[config.mk]
export PLATFORM = sky130hd
export DESIGN_NAME = piezo_sched
export DESIGN_NICKNAME = d
export VERILOG_FILES = /design/src/rtl/piezo_pkg.sv /design/src/rtl/cycle_timer.sv /design/src/rtl/piezo_sched.sv
export SDC_FILE = /design/constraint.sdc
export NUM_CORES = 1
export LEC_CHECK = 0
export BUFFER_PORTS_ARGS = -buffer_cell sky130_fd_sc_hd__buf_2
export CAP_MARGIN = 15
export CORE_UTILIZATION = 50
export CTS_BUF_LIST = sky130_fd_sc_hd__clkbuf_16
export DETAILED_ROUTE_END_ITERATION = 10
export PLACE_DENSITY = 0.69
export REMOVE_ABC_BUFFERS = 1
export SLEW_MARGIN = 20
export SYNTH_ARGS = -nofsm -noshare
export SYNTH_HDL_FRONTEND = slang
export SYNTH_SLANG_ARGS = --single-unit
[constraint.sdc]
create_clock -name clk -period 2.5 [get_ports clk]
set_input_delay 0.25 -clock clk [delete_from_list [all_inputs] [get_ports clk]]
set_output_delay 0.25 -clock clk [all_outputs]
set_load 0.05 [all_outputs]
[src/rtl/piezo_pkg.sv]
//------------------------------------------------------------------------------
// piezo_pkg : shared types and constants for the piezo buzzer scheduler
// Rev 1.0
//------------------------------------------------------------------------------
`default_nettype none

package piezo_pkg;

    localparam int C_TIMER_W         = 27;
    localparam int C_TIMEOUT_CYC_SIM = 2**23;
    localparam int C_TIMEOUT_CYC_HW  = 2**27;
    localparam int C_GAP_CYC_SIM     = 64;
    localparam int C_GAP_CYC_HW      = 1024;

    typedef enum logic [1:0] {
        CHIRP   = 2'd0,
        FANFARE = 2'd1,
        ERROR   = 2'd2
    } tune_id_t;

    typedef enum logic [1:0] {
        S_IDLE   = 2'd0,
        S_LAUNCH = 2'd1,
        S_PLAY   = 2'd2,
        S_GAP    = 2'd3
    } sched_state_t;

    // Strict priority: error over fanfare over chirp.
    function automatic tune_id_t prio_pick(input logic [2:0] pend);
        if (pend[2]) begin
            return ERROR;
        end else if (pend[1]) begin
            return FANFARE;
        end
        return CHIRP;
    endfunction

    function automatic logic [2:0] tune_onehot(input tune_id_t id);
        return 3'b001 << id;
    endfunction

endpackage

`default_nettype wire

[src/rtl/cycle_timer.sv]
//------------------------------------------------------------------------------
// cycle_timer : loadable down-counter that saturates at zero
// Rev 1.0
//------------------------------------------------------------------------------
`default_nettype none

module cycle_timer
    import piezo_pkg::*;
(
    input  logic                 clk,
    input  logic                 rst_n,
    input  logic                 load,
    input  logic [C_TIMER_W-1:0] load_val,
    input  logic                 en,
    output logic                 zero
);

    logic [C_TIMER_W-1:0] count_q;

    always_ff @(posedge clk) begin
        if (!rst_n) begin
            count_q <= '0;
        end else if (load) begin
            count_q <= load_val;
        end else if (en && (count_q != '0)) begin
            count_q <= count_q - C_TIMER_W'(1);
        end
    end

    assign zero = (count_q == '0);

endmodule

`default_nettype wire

[src/rtl/piezo_sched.sv]
//------------------------------------------------------------------------------
// piezo_sched : priority arbiter and sequencer for the shared piezo buzzer
// Rev 1.0
//------------------------------------------------------------------------------
`default_nettype none

module piezo_sched
    import piezo_pkg::*;
#(
    parameter int FAST_SIM    = 1,
    parameter int TIMEOUT_CYC = (FAST_SIM != 0) ? C_TIMEOUT_CYC_SIM : C_TIMEOUT_CYC_HW,
    parameter int GAP_CYC     = (FAST_SIM != 0) ? C_GAP_CYC_SIM : C_GAP_CYC_HW
) (
    input  logic       clk,
    input  logic       rst_n,
    input  logic [2:0] req,
    input  logic       mute,
    input  logic [2:0] tune_piezo,
    input  logic [2:0] tune_done,
    output logic [2:0] go,
    output logic       piezo,
    output logic       piezo_n,
    output logic       busy,
    output logic       timeout
);

    localparam logic [C_TIMER_W-1:0] C_TIMEOUT_LOAD = C_TIMER_W'(TIMEOUT_CYC - 1);
    localparam logic [C_TIMER_W-1:0] C_GAP_LOAD     = C_TIMER_W'(GAP_CYC - 1);

    sched_state_t         state_q, state_d;
    tune_id_t             sel_q, sel_d;
    logic [2:0]           pending_q, pending_d;
    logic [2:0]           pend_clr;
    logic [2:0]           go_q, go_d;
    logic                 timeout_q, timeout_d;
    logic                 piezo_q, piezo_d;
    logic                 piezo_n_q, piezo_n_d;
    logic                 busy_q, busy_d;
    logic                 tmr_load;
    logic [C_TIMER_W-1:0] tmr_val;
    logic                 tmr_en;
    logic                 tmr_zero;
    logic                 done_sel;
    logic                 drive_ok;

    cycle_timer u_timer (
        .clk      (clk),
        .rst_n    (rst_n),
        .load     (tmr_load),
        .load_val (tmr_val),
        .en       (tmr_en),
        .zero     (tmr_zero)
    );

    assign done_sel = tune_done[sel_q];
    assign drive_ok = (state_q == S_PLAY) && !mute;

    always_comb begin
        state_d   = state_q;
        sel_d     = sel_q;
        pend_clr  = '0;
        tmr_load  = 1'b0;
        tmr_val   = '0;
        tmr_en    = 1'b0;
        go_d      = '0;
        timeout_d = 1'b0;

        case (state_q)
            S_IDLE: begin
                if (pending_q != '0) begin
                    state_d = S_LAUNCH;
                    sel_d   = prio_pick(pending_q);
                    go_d    = tune_onehot(prio_pick(pending_q));
                end
            end
            S_LAUNCH: begin
                pend_clr = tune_onehot(sel_q);
                tmr_load = 1'b1;
                tmr_val  = C_TIMEOUT_LOAD;
                state_d  = S_PLAY;
            end
            S_PLAY: begin
                // A completion in the same cycle as expiry is a normal finish.
                if (done_sel) begin
                    state_d  = S_GAP;
                    tmr_load = 1'b1;
                    tmr_val  = C_GAP_LOAD;
                end else if (tmr_zero) begin
                    state_d   = S_GAP;
                    timeout_d = 1'b1;
                    tmr_load  = 1'b1;
                    tmr_val   = C_GAP_LOAD;
                end else begin
                    tmr_en = 1'b1;
                end
            end
            S_GAP: begin
                if (tmr_zero) begin
                    state_d = S_IDLE;
                end else begin
                    tmr_en = 1'b1;
                end
            end
            default: begin
                state_d = S_IDLE;
            end
        endcase

        // New requests override the launch-time clear so nothing is lost.
        pending_d = (pending_q & ~pend_clr) | (req & {3{~mute}});
        piezo_d   = tune_piezo[sel_q] & drive_ok;
        piezo_n_d = ~tune_piezo[sel_q] & drive_ok;
        busy_d    = (state_d != S_IDLE);
    end

    always_ff @(posedge clk) begin
        if (!rst_n) begin
            state_q   <= S_IDLE;
            sel_q     <= CHIRP;
            pending_q <= '0;
            go_q      <= '0;
            timeout_q <= 1'b0;
            piezo_q   <= 1'b0;
            piezo_n_q <= 1'b0;
            busy_q    <= 1'b0;
        end else begin
            state_q   <= state_d;
            sel_q     <= sel_d;
            pending_q <= pending_d;
            go_q      <= go_d;
            timeout_q <= timeout_d;
            piezo_q   <= piezo_d;
            piezo_n_q <= piezo_n_d;
            busy_q    <= busy_d;
        end
    end

    assign go      = go_q;
    assign timeout = timeout_q;
    assign piezo   = piezo_q;
    assign piezo_n = piezo_n_q;
    assign busy    = busy_q;

endmodule

`default_nettype wire

==> flow_metrics.env, run 1 <==
export IMPL_die_area_sq_um=4870
export IMPL_cp_max_fo=11
export IMPL_finalHoldViolCount=0
export IMPL_vias=1991
export IMPL_clkTransAtPathRegs_ns=0.06
export IMPL_ir_drop_v=0.000709
export IMPL_grt_pass1_wl_mm=8.98
export IMPL_initial_core_util_pct=52.4
export IMPL_clockRootBuffer="clkbuf_16"
export IMPL_ys_warn_count=0
export IMPL_grt_pass1_vias=1904
export IMPL_reg2reg_slack_ns=0.23
export IMPL_dp_cells=322
export IMPL_yosysTopAreaCell="dfxtp_1"
export IMPL_cp_required_ns=2.64
export IMPL_cts_setup_buffers=0
export IMPL_ys_seq_elements=41
export IMPL_ant_nets=0
export IMPL_antenna_found_initial=0
export IMPL_power_density_nw_per_um2=1630
export IMPL_leakage_nw=0.969
export IMPL_layout_drive_gt1_share_pct=19.9
export IMPL_fillers=376
export IMPL_path_class="flip-flop to flip-flop"
export IMPL_grt_setup_unrepaired="false"
export IMPL_synth_edff_count=0
export IMPL_overflow=0
export IMPL_ys_types=61
export IMPL_worstSkewPairLatency_ns=0.28
export IMPL_drc=0
export IMPL_numCtsBuffers=5
export IMPL_wl_mm=5.16
export IMPL_syn_avg_cell_area_sq_um=8.97
export IMPL_final_nets=296
export IMPL_setup_violations_final=0
export IMPL_antennaDiodeCount=0
export IMPL_crit_slowest_cell="nor4_1"
export IMPL_die_w_microns=69.8
export IMPL_cts_buffer_depth=2
export IMPL_ys_seq_area_share_pct=35.7
export IMPL_wl_per_cell_microns=15.7
export IMPL_crit_path_max_incr_delay_ns=0.57
export IMPL_fin_cells=329
export IMPL_worstPathCellList="nor4_1 > nand3_1 > o2111ai_2 > buf_4 > xor2_1 > a21oi_1"
export IMPL_skew_ns=0.00536
export IMPL_netlist_area_sq_um=2300
export IMPL_hold_buffers=0
export IMPL_grtUsageTotal_pct=22.8
export IMPL_period_needed_ns=2.27
export IMPL_ys_top_cells_by_area="dfxtp_1, a31oi_1, o31ai_1, ha_1, or4_1"
export IMPL_avgViaCountPerCell=6.05
export IMPL_numPortBuffers=18
export IMPL_crit_arrival_ns=2.41
export IMPL_setup_tns_ns=0
export IMPL_die_y_microns=69.8
export IMPL_pin_count=19
export IMPL_yosysTopAreaCellShare_pct=35.7
export IMPL_max_cap_viol_count=0
export IMPL_slew_headroom_pct=58.4
export IMPL_gp_congestion=0.799
export IMPL_drt_iter0_drc=134
export IMPL_cts_sinks=41
export IMPL_hold_path_class="input pin to flip-flop"
export IMPL_post_route_period_util_pct=90.9
export IMPL_yosys_most_used_dff="dfxtp_1"
export IMPL_worstMarginPinSlew_ns=0.625
export IMPL_max_freq_mhz=440
export IMPL_end_kind="flip-flop"
export IMPL_rows=24
export IMPL_status="finished clean"
export IMPL_core_region_area_sq_um=4380
export IMPL_dp_hpwl_mm=3.79
export IMPL_worstSetupStartpointType="flip-flop"
export IMPL_htree_levels=2
export IMPL_grt_max_degree=17
export IMPL_area_delta_synth_final_pct=11.8
export IMPL_first_pass_iters=4
export IMPL_cts_resized=0
export IMPL_slew_violations=0
export IMPL_netlist_instances=256
export IMPL_synth_async_sr_flop_share_pct=0
export IMPL_power_mw=4.19
export IMPL_cts_tree="built"
==> cells in the mapped netlist (3+ instances only) <==
library cell,n
o21ai_1,4
nor3_4,3
inv_1,10
and2_1,3
buf_4,3
ha_1,7
clkbuf_1,4
or2_2,3
dfxtp_1,41
o21ai_0,9
nor3_1,4
buf_2,3
nand2_1,14
o41ai_1,3
o31ai_1,12
nor4_1,3
nor2_1,17
o221ai_1,3
nand3_1,9
nor2b_1,3
or3_1,9
mux2i_1,3
a21oi_1,13
a31oi_1,15
or4_1,9
==> routing by layer <==
layer / part of all wire (%) / track usage, % / wire [microns]
met3: 5.0 / 4.80 / 260
met1: 48 / 31.7 / 2490
met5: 0 / 0 / 0
met2: 46 / 36.0 / 2370
met4: 0.83 / 5.78 / 43
==> flip-flops by register name (all words and copies together) (netlist names) <==
| signal | flops |
|---|---|
| busy | 1 |
| go | 3 |
| pending_q | 3 |
| piezo | 1 |
| piezo_n | 1 |
| sel_q | 2 |
| state_q | 2 |
| timeout | 1 |
| u_timer.count_q | 27 |
==> metrics by stage <==
| step | hold WS [ns] | setup WS, ns | cell area, sq um | utilization [%] |
|---|---|---|---|---|
| 2_1_floorplan | 0.326 | 0.382 | 2210 | - |
| 3_3_place_gp | 0.457 | 0.159 | 2430 | 55.5 |
| 3_5_place_dp | 0.454 | 0.0820 | 2430 | 55.5 |
| 4_1_cts | 0.165 | 0.0598 | 2560 | 58.5 |
| 5_1_grt | 0.172 | 0.117 | 2570 | 58.6 |
| 6_report | 0.171 | 0.227 | 2570 | 58.6 |
==> critical path: cells and delay by family (launching register included) <==
kind	cells	cell delay, ns
compound gates	2	0.54
xor+xnor	1	0.16
buf+inv	1	0.26
flops	1	0.33
simple gates	2	0.84
==> kinds of logic (layout without fill, tap and decap cells) <==
| group | count (synthesis) | count (layout) | share of synthesized area [%] |
|---|---|---|---|
| AO/OA/AOI/OAI | 79 | 79 | 24.1 |
| XOR/XNOR | 2 | 2 | 0.763 |
| adder cells (fa/ha/maj) | 7 | 7 | 3.81 |
| buffers and inverters | 23 | 44 | 5.50 |
| flip-flops | 41 | 41 | 35.7 |
| multiplexers | 5 | 5 | 2.29 |
| AND/OR/NAND/NOR | 99 | 99 | 27.8 |
==> power breakdown <==
part | internal (mW) | switching (mW) | total [mW]
clock | 0.357 | 0.239 | 0.596
combinational | 0.990 | 1.52 | 2.51
sequential | 0.846 | 0.242 | 1.09
total | 2.19 | 2.00 | 4.19
==> area by class of cell <==
type                            instances  area, sq um  area share (%)
Multi-Input combinational cell        192         1350            52.7
Sequential cell                        41          821            32.0
Timing Repair Buffer                   27          158            6.14
Clock buffer                            5          125            4.87
Tap cell                               52         65.1            2.53
Inverter                               10         37.5            1.46
Clock inverter                          2         7.51           0.292
==> placed cells by master, fill, tap and decap left out, types with 3 or more instances in the layout <==
master,netlist,routed
a31oi_1,15,15
buf_4,3,9
dfxtp_1,41,41
or3_1,9,9
nor4_1,3,3
a21oi_1,13,13
inv_1,10,11
nor3_1,4,4
nand3_1,9,9
o21ai_1,4,3
o41ai_1,3,3
nor3_4,3,3
and2_1,3,3
or2_2,3,3
nand2_1,14,14
mux2i_1,3,3
ha_1,7,7
or4_1,9,9
o221ai_1,3,3
o31ai_1,12,12
nor2b_1,3,3
clkbuf_16,0,5
o21ai_0,9,9
buf_2,3,18
nor2_1,17,17
==> final timing paths <==
kind | startpoint | endpoint | cells after the start
min | mute | piezo_n | 2
max reg2reg | u_timer.count_q[23] | u_timer.count_q[8] | 6
min reg2reg | u_timer.count_q[23] | u_timer.count_q[23] | 2
max | u_timer.count_q[23] | u_timer.count_q[8] | 6
Power figures use the tool's default switching activity.
==> run 2, diff against run 1 <==
- PLACE_DENSITY: 0.69 -> 0.76
==> flow_metrics.env, run 2 (synthesis results as in run 1) <==
export IMPL_wl_mm=5.50
export IMPL_p_seq_share_pct=25.2
export IMPL_grt_pass1_wl_mm=9.22
export IMPL_hold_path_class="input pin to flip-flop"
export IMPL_cp_required_ns=2.62
export IMPL_overflow=0
export IMPL_die_w_microns=69.8
export IMPL_cts_sinks=41
export IMPL_setup_tns_ns=0
export IMPL_crit_slowest_cell="a2111oi_2"
export IMPL_status="finished clean"
export IMPL_numCtsBuffers=5
export IMPL_grt_setup_unrepaired="false"
export IMPL_wl_per_cell_microns=16.8
export IMPL_gp_congestion=0.833
export IMPL_design_area_sq_um=2590
export IMPL_worstPathCellList="nor4_2 > and4_1 > a21boi_1 > a2111oi_2 > o22ai_1"
export IMPL_rows=24
export IMPL_final_cell_mix="dfxtp_1, buf_2, nor2_1, a31oi_1, nand2_1"
export IMPL_vias=2083
export IMPL_max_cap_viol_count=0
export IMPL_power_mw=4.35
export IMPL_worstMarginPinSlew_ns=0.637
export IMPL_leakage_nw=0.967
export IMPL_p_int_mw=2.28
export IMPL_cts_tree="built"
export IMPL_grt_max_degree=16
export IMPL_switchingPower_mw=2.07
export IMPL_area_delta_synth_final_pct=12.6
export IMPL_avgViaCountPerCell=6.35
export IMPL_htree_levels=2
export IMPL_whs_ns=0.156
export IMPL_first_pass_iters=4
export IMPL_pin_count=19
export IMPL_largest_register_ffs=27
export IMPL_drt_iter0_drc=246
export IMPL_slew_violations=0
export IMPL_dp_hpwl_mm=3.83
export IMPL_clkTransAtPathRegs_ns=0.06
export IMPL_path_class="flip-flop to flip-flop"
export IMPL_final_nets=294
export IMPL_worstSetupStartpointType="flip-flop"
export IMPL_period_needed_ns=2.27
export IMPL_crit_path_max_incr_delay_ns=0.51
export IMPL_die_y_microns=69.8
export IMPL_max_freq_mhz=441
export IMPL_clockRootBuffer="clkbuf_16"
export IMPL_worstSkewPairLatency_ns=0.28
export IMPL_slew_headroom_pct=57.5
export IMPL_switching_share_pct=47.6
export IMPL_skew_ns=0.00642
export IMPL_whs_path_depth=2
export IMPL_end_kind="flip-flop"
export IMPL_layout_drive_gt1_share_pct=19.9
export IMPL_pwr_share_clk_pct=16.6
export IMPL_core_region_area_sq_um=4380
export IMPL_final_common_cell="dfxtp_1"
export IMPL_cts_buffer_depth=2
export IMPL_grt_pass1_vias=1944
export IMPL_setup_violations_final=0
export IMPL_crit_arrival_ns=2.38
export IMPL_worstRegToRegCells=5
export IMPL_cp_max_fo=7
export IMPL_drc=0
export IMPL_die_area_sq_um=4870
export IMPL_finalHoldViolCount=0
export IMPL_power_density_nw_per_um2=1680
export IMPL_largest_register="u_timer.count_q"
export IMPL_ir_drop_v=0.000808
export IMPL_grtUsageTotal_pct=23.7
export IMPL_fin_cells=328
export IMPL_cts_setup_buffers=0
export IMPL_dp_cells=320
export IMPL_antennaDiodeCount=0
export IMPL_pwr_share_comb_pct=58.2
export IMPL_numPortBuffers=18
export IMPL_ant_nets=0
export IMPL_initial_core_util_pct=52.4
export IMPL_place_area_sq_um=2420
export IMPL_post_route_period_util_pct=90.6
export IMPL_antenna_found_initial=0
## run 2: changes by cell type in the layout (fill, tap and decap cells not counted)
cell | before | now
buf_4 | 9 | 7
bufinv_16 | 0 | 1
clkinvlp_4 | 0 | 1
inv_1 | 11 | 10
## run 2: cell type report
class                      count  area (sq um)
clock buffer                   5           125
fill                         376          1800
sequential                    41           821
multi-input combinational    192          1350
tap                           52          65.1
clock inverter                 3          41.3
timing repair buffer          25           143
inverter                      10          37.5
## run 2: power groups by stage
stage	logic, mW	registers [mW]	clock network, mW
finish	2.53	1.10	0.722
global route	2.77	1.13	0.761
CTS	2.49	1.09	0.731
detailed placement	2.46	1.10	0
global placement	2.41	1.09	0
floorplan	1.84	1.12	0
## run 2: critical path, delay by kind of cell (launching register included)
family           cells  cell delay, ns
AO/OA/AOI/OAI        3            0.87
flip-flops           1            0.39
AND/OR/NAND/NOR      2            0.83
## run 2: timing repair
item	in CTS	in global routing
hold buffers	0	0
setup endpoints to repair	0	10
resized for setup	0	1
## run 2: path summary, 6_finish.rpt
path                                            to          startpoint  slack (ns)
worst max-delay path                          busy  u_timer.count_q[8]        0.23
worst min-delay path                         piezo                mute        0.16
worst max register to register                busy  u_timer.count_q[8]        0.23
worst min register to register  u_timer.count_q[7]  u_timer.count_q[7]        0.51
## run 2: per-stage QoR
step                      setup slack, ns  utilization (%)
final                               0.234             59.0
after global routing               0.0859             59.0
after CTS                          0.0967             58.9
after detailed placement            0.104             55.1
after global placement              0.195             55.1
after floorplan                     0.382                -
## run 2: routing by layer
metal  global-route usage (%)  vias up  part of all wire [%]
li1                         -     1031                     -
met3                     6.69       10                   5.3
met1                     31.1      982                    45
met2                     37.1       60                    47
met4                     8.22        0                   2.1
met5                        0        -                     0
